[src/rtl/bp_update_unit.sv]
// Commit-side branch-outcome sender: queues committed {pc, taken} pairs and drains
// one predictor update per cycle, while counting committed branches and mispredictions.
module bp_update_unit #(
  parameter int DEPTH  = 4,
  parameter int ADDR_W = 32,
  parameter int CNT_W  = 32
) (
  input  logic              clk,
  input  logic              rst,
  input  logic              commit_valid,
  output logic              commit_ready,
  input  logic [ADDR_W-1:0] commit_pc,
  input  logic              commit_taken,
  input  logic              commit_pred,
  output logic              ena_to_bp,
  output logic              hit_to_bp,
  output logic [ADDR_W-1:0] pc_to_bp,
  input  logic              stat_clear,
  output logic [CNT_W-1:0]  stat_branches,
  output logic [CNT_W-1:0]  stat_mispred
);

  localparam int PTR_W = (DEPTH > 1) ? $clog2(DEPTH) : 1;
  localparam logic [PTR_W:0] FULL_CNT = (PTR_W + 1)'(DEPTH);

  logic [ADDR_W-1:0] fifo_pc    [DEPTH];
  logic              fifo_taken [DEPTH];
  logic [PTR_W-1:0]  wr_ptr;
  logic [PTR_W-1:0]  rd_ptr;
  logic [PTR_W:0]    count;
  logic              push;
  logic              pop;

  function automatic logic [CNT_W-1:0] next_stat(input logic [CNT_W-1:0] cur,
                                                 input logic inc);
    return inc ? cur + CNT_W'(1) : cur;
  endfunction

  // Ready depends only on registered occupancy so the ROB sees no comb path back.
  assign commit_ready = (count != FULL_CNT);
  assign push         = commit_valid && commit_ready;
  assign pop          = (count != '0);

  // Storage holds data only; validity is tracked by count, so no reset needed.
  always_ff @(posedge clk) begin
    if (push) begin
      fifo_pc[wr_ptr]    <= commit_pc;
      fifo_taken[wr_ptr] <= commit_taken;
    end
  end

  always_ff @(posedge clk or posedge rst) begin
    if (rst) begin
      wr_ptr <= '0;
      rd_ptr <= '0;
      count  <= '0;
    end else begin
      if (push) wr_ptr <= wr_ptr + PTR_W'(1);
      if (pop)  rd_ptr <= rd_ptr + PTR_W'(1);
      case ({push, pop})
        2'b10:   count <= count + (PTR_W + 1)'(1);
        2'b01:   count <= count - (PTR_W + 1)'(1);
        default: count <= count;
      endcase
    end
  end

  // Predictor never stalls: head goes out every cycle the queue is non-empty.
  always_ff @(posedge clk or posedge rst) begin
    if (rst) begin
      ena_to_bp <= 1'b0;
      hit_to_bp <= 1'b0;
      pc_to_bp  <= '0;
    end else if (pop) begin
      ena_to_bp <= 1'b1;
      hit_to_bp <= fifo_taken[rd_ptr];
      pc_to_bp  <= fifo_pc[rd_ptr];
    end else begin
      ena_to_bp <= 1'b0;
    end
  end

  // Clear wins over a concurrent accepted push, which then goes uncounted.
  always_ff @(posedge clk or posedge rst) begin
    if (rst) begin
      stat_branches <= '0;
      stat_mispred  <= '0;
    end else if (stat_clear) begin
      stat_branches <= '0;
      stat_mispred  <= '0;
    end else begin
      stat_branches <= next_stat(stat_branches, push);
      stat_mispred  <= next_stat(stat_mispred, push && (commit_pred != commit_taken));
    end
  end

endmodule
[config.mk]
export PLATFORM = sky130hd
export DESIGN_NAME = bp_update_unit
export DESIGN_NICKNAME = d
export VERILOG_FILES = /design/src/rtl/bp_update_unit.sv
export SDC_FILE = /design/constraint.sdc
export NUM_CORES = 1
export LEC_CHECK = 0
export CORE_ASPECT_RATIO = 0.5
export CORE_MARGIN = 2
export CORE_UTILIZATION = 49
export CTS_CLUSTER_DIAMETER = 120
export DETAILED_ROUTE_END_ITERATION = 16
export HOLD_SLACK_MARGIN = 0.02
export PLACE_DENSITY = 0.72
export SETUP_SLACK_MARGIN = 0.3
export SYNTH_ARGS = -nofsm -noshare
export SYNTH_HDL_FRONTEND = slang
export SYNTH_SLANG_ARGS = --single-unit
[constraint.sdc]
create_clock -name clk -period 4.7 [get_ports clk]
set_input_delay 0.705 -clock clk [delete_from_list [all_inputs] [get_ports clk]]
set_output_delay 0.705 -clock clk [all_outputs]
set_load 0.01 [all_outputs]
==> results.cfg <==
[run_status]
outcome = complete, no violations

[logic_synthesis]
synth-compound-area-share_pct = 4.60
synth_nets = 780
synth_seq_cells = 237
ys_warn_count = 0
synth_top_family_by_area = simple AND/OR/NAND/NOR gates
muxShareOfSynthArea_pct = 9.31
syn_area_sq_mm = 0.00990
ys.flop_type = edfxtp_1
yosys.area_share.simple_pct = 15.2
synth_edf_count = 132
yosysSeqAreaShare_pct = 66.6
yosysUniqueCellTypes = 37
netlist_instances = 735
synthAdderAreaFrac_pct = 0.960
synth_area_per_cell_sq_um = 13.5
synth_xor_area_share_pct = 1.42
synthArstFlopShare_pct = 44.3

[grt]
grt_pass1_wl_mm = 34.3
track_usage_pct = 20.2
grt_max_degree = 64
antenna_found_initial = 0
overflow = 0
grt_pass1_vias = 6483

[power_and_ir_drop]
ir_drop_uv = 387
total_power_mw = 6.15
power_density_mw_per_mm2 = 506
p_leak_nw = 4.49

[placement]
portBuffers = 136
place_inst = 1108
hpwl_mm = 13.1
place.gp.congestion = 0.776
placed_area_sq_mm = 0.0115

[cells_and_area]
nFillCells = 1588
final_common_cell = clkdlybuf4s50_1
layout_common_cells = 135 x clkdlybuf4s50_1, 132 x edfxtp_1, 129 x nand2_1
drive_gt1_share_pct = 11.1
post-route-util_pct = 62.0
design_area_sq_mm = 0.0122
syn_to_final_growth_pct = 22.9
finalNonFillerCells = 1148
nNetsFinal = 911
num_antenna_cells = 0

[die]
io_pins = 137
coreArea_sq_mm = 0.0196
rows = 36
initial_core_util_pct = 50.4
dieArea_sq_mm = 0.0214
die_w_microns = 205
fp.dieH_microns = 105

[clock_tree]
cts_sinks = 237
cts_hold_buffers = 0
cts_resized = 0
cts_tree = yes
cts_buffers = 22
cts_max_level = 1
postCtsSetupBuffers = 0
clock_tree.buffer_depth = 3
clkTransAtPathRegs_ps = 70
insertion_delay_ps = 510
ctsRootBufferMaster = clkbuf_16

[timing]
fin_setup_tns_ps = 0
fin_crit_sh_pct = 65.6
slew_violations = 0
finalHoldViolCount = 0
rsz0062_at_grt = false
worst_slew_pin_slew_ps = 957
finalClockSkew_ps = 11.0
fmax_ghz = 0.324
setup_viol = 0
min_period_ps = 3080
relSlewSlack_pct = 36.2

[worst_setup_path]
ff2ff_setup_slack_ps = 2000
r2r-end = rd_ptr[1]
worst-setup-path-type = register to primary output
r2r_start = count[0]
reg2reg_depth = 6
critPathLaunchType = register
cp-startpoint = count[1]
cp_max_fo = 22
cp.arrival_ps = 2380
required_ps = 3990
end_kind = primary output

[routing]
route.final.wire_length_mm = 21.3
first_pass_iters = 4
final_antenna_net_count = 0
drt_iter0_drc = 421
drc_errors = 0
wl_per_cell_microns = 18.5
vias = 6523
vias_per_cell = 5.68

[run]
max_cap_violations = 0

[hold_path]
hold_end = pc_to_bp[21]
hp-class = register to register
whs_path_depth = 2
hp-start = pc_to_bp[21]
layer usage:
layer  routed length [microns]  vias to the layer above  share of wire, %  track usage, %
li1                          -                     3012                 -               -
met1                      9620                     3351                45            29.0
met2                     10500                      136                49            33.1
met3                       837                       24               3.9            2.88
met4                       345                        0               1.6            4.32
met5                         0                        -                 0               0
how the worst max path moves through the flow:
| stage | to | slack [ps] | cells after the start |
|---|---|---|---|
| after floorplan | count[0] | 1230 | 1 |
| after global placement | stat_branches[21] | 1630 | 5 |
| after detailed placement | stat_branches[19] | 1480 | 5 |
| after CTS | commit_ready | 1600 | 3 |
| after global routing | commit_ready | 1470 | 3 |
| final | commit_ready | 1620 | 3 |
synth_stat cells (11+ instances only):
cell type,count,area [sq um]
dfrtp_1,105,2630
nor2_1,32,120
o31ai_1,21,158
nand3_1,20,100
and3_1,12,75.1
nor4_1,11,68.8
a21oi_1,39,195
o21ai_0,18,90.1
mux4_2,33,743
clkbuf_1,27,101
mux2_2,15,169
nand4_1,21,131
or4_1,22,165
nor2b_1,14,87.6
nand2_1,129,484
edfxtp_1,132,3960
or3_1,15,93.8
through the flow:
stage	setup WS (ps)	hold WS, ps
after floorplan	1230	498
after global placement	1630	451
after detailed placement	1480	455
after CTS	1600	470
after global routing	1470	496
final	1620	468
state kept, by name, indices dropped and copies added (netlist names):
name and count:
ena_to_bp 1, stat_branches 32, pc_to_bp 32, wr_ptr 2, fifo_pc 128, fifo_taken 4, stat_mispred 32, rd_ptr 2
count 3, hit_to_bp 1
final cells by class:
| class | instances | area (sq um) | share of cell area, % |
|---|---|---|---|
| Tap cell | 266 | 333 | 2.73 |
| Clock inverter | 6 | 46.3 | 0.380 |
| Sequential cell | 237 | 6590 | 54.2 |
| Inverter | 11 | 43.8 | 0.360 |
| Clock buffer | 34 | 616 | 5.06 |
| Timing Repair Buffer | 143 | 1410 | 11.6 |
| Multi-Input combinational cell | 451 | 3130 | 25.7 |
cells by family after synthesis:
kind of cell | Yosys count
mux | 49
simple gates | 299
fa+ha+maj | 7
compound gates | 80
xor+xnor | 16
flops | 237
buf+inv | 47
worst max-delay path, stage by stage, from the launching register on:
cell             delay [ps]
dfrtp_1                 540
nor3b_2                 120
inv_1                   550
clkdlybuf4s50_1         670
report_power, final:
part           internal (mW)  switching [mW]  leakage [nW]
combinational          0.789           0.768          1.59
clock                  0.911           0.756         0.318
sequential              2.65           0.276          2.58
Power figures use the tool's default switching activity.
==> RTL change (same settings) <==
Put one more register stage on the output `stat_mispred`, with the module's reset. The value now appears one clock later. The other outputs are not delayed to match.
--- a/src/rtl/bp_update_unit.sv
+++ b/src/rtl/bp_update_unit.sv
@@ -24,2 +24,4 @@
   localparam logic [PTR_W:0] FULL_CNT = (PTR_W + 1)'(DEPTH);
+
+  logic [CNT_W-1:0] stat_mispred_s0;
 
@@ -86,9 +88,17 @@
       stat_branches <= '0;
-      stat_mispred  <= '0;
+      stat_mispred_s0 <= '0;
     end else if (stat_clear) begin
       stat_branches <= '0;
-      stat_mispred  <= '0;
+      stat_mispred_s0 <= '0;
     end else begin
       stat_branches <= next_stat(stat_branches, push);
-      stat_mispred  <= next_stat(stat_mispred, push && (commit_pred != commit_taken));
+      stat_mispred_s0 <= next_stat(stat_mispred_s0, push && (commit_pred != commit_taken));
+    end
+  end
+
+  always_ff @(posedge clk or posedge rst) begin
+    if (rst) begin
+      stat_mispred <= '0;
+    end else begin
+      stat_mispred <= stat_mispred_s0;
     end
Function: changed (a bounded check fails within 4 cycles, from zero or initial values and one cycle with rst high).
==> RTL change against the original RTL <==
- critical path depth fell by 1
- clock power rose by 19%
- count of clock-buffer cells in the layout rose by 1
- area after synthesis rose by 5.9%
- sequential power rose by 7.2%
- cell area rose by 6.2%
- routed wire length fell by 5.9%
- total power rose by 7.6%
- setup slack improved by 0.27 ns
- hold slack got worse by 0.046 ns
- sequential cell count rose by 32
- critical endpoint unchanged
==> RTL change: results (changes against the original RTL) <==
outcome:
  status: "complete, no violations"  # unchanged
synth:
  synth_xor_area_frac: 0.04092  # was 0.01415
  ys_types: 43  # was 37
  ys_seq_area_frac: 0.7048  # was 0.6657
  postSynthAreaPerCell_sq_um: 15.56  # was 13.47 sq um
  synth_fp_nets: 719  # was 780
  synth_common_cells: "137 x dfrtp_1, 132 x edfxtp_1, 59 x nor2_1"  # was 132 x edfxtp_1, 129 x nand2_1, 105 x dfrtp_1
  synthMuxAreaShare: 0.1083  # was 0.09313
  synthAdderAreaFrac: 0.009067  # was 0.009603
  synth-async-reset-ratio: 0.5093  # was 0.4430
  yosys-top-cells-area: "edfxtp_1 38%, dfrtp_1 33%, mux4_2 7.1%"  # was edfxtp_1 40%, dfrtp_1 27%, mux4_2 7.5%
  synth_ff_type: "dfrtp_1"  # was edfxtp_1
placed_design:
  place_congestion: 0.8038  # was 0.7759
  dpl.hpwl_mm: 12.24  # was 13.06 mm
  post_dp_cell_area_sq_um: 12130  # was 11510 sq um
route:
  drt_iter0_markers: 331  # was 421
  vias: 6039  # was 6523
  wl_met1_mm: 9.149  # was 9.621 mm
  wl_met3_microns: 708  # was 837 microns
  drt_wl_total_mm: 20.03  # was 21.28 mm
clocking:
  numCtsBuffers: 24  # was 22
finish:
  nFillCells: 1533  # was 1588
  nonClkBufAreaFrac: 0.1090  # was 0.1157
  fin_nets: 860  # was 911
  multi_input_comb_cells: 366  # was 451
  seq_cell_count: 269  # was 237
  multiInputGateArea_sq_um: 2944  # was 3132 sq um
  fin_cells: 1106  # was 1148
  clk_share: 0.06136  # was 0.05437
  nClkBuffers: 35  # was 34
  sh_seq_area: 0.5719  # was 0.5417
  drive_gt1_frac: 0.1501  # was 0.1111
power:
  powerSeq_mw: 3.14  # was 2.93 mW
  leakagePower_nw: 4.860  # was 4.487 nW
  combPwrFrac: 0.224  # was 0.253
  p_sw_mw: 1.727  # was 1.800 mW
  pg_comb_mw: 1.48  # was 1.56 mW
min_path:
  hold_start: "stat_mispred_s0[31]"  # was pc_to_bp[21]
sta:
  worst_clock_skew_ns: 0.01989  # was 0.01100 ns
global_routing:
  use_met3: 0.03384  # was 0.02882
  grt_pass1_wl_mm: 31.80  # was 34.27 mm
  grt_use_total: 0.1799  # was 0.2017
  grt_pass1_vias: 5937  # was 6483
critical_path:
  crit_path_max_fanout: 9  # was 22
  cp-startpoint: "count[0]"  # was count[1]
  crit_arrival_ns: 2.10  # was 2.38 ns
RTL change: cell count changes after synthesis, sizes merged, moves of 9 or more:
cell / unedited run / this run
or4: 22 / 4
o31ai: 21 / 1
nor2: 32 / 59
nand2: 129 / 26
nor2b: 14 / 1
nor3: 7 / 16
xor2: 10 / 35
a21oi: 39 / 22
mux2: 15 / 34
dfrtp: 105 / 137
and4: 10 / 1
RTL change: worst paths after layout:
| kind | endpoint | slack [ns] | cells past startpoint |
|---|---|---|---|
| min in group asynchronous | pc_to_bp[14] | 0.71 | 2 |
| worst min register to register | stat_mispred[31] | 0.42 | 0 |
| max in group asynchronous | stat_mispred[19] | 3.09 | 3 |
| worst max register to register | count[2] | 2.14 | 6 |
| worst min-delay path | stat_mispred[31] | 0.42 | 0 |
| worst max-delay path | commit_ready | 1.89 | 2 |
RTL change: worst max-delay path, stage by stage, from the launching register on:
cell and delay [ns]:
dfrtp_1 0.48, or3b_1 0.55, clkdlybuf4s50_1 0.55
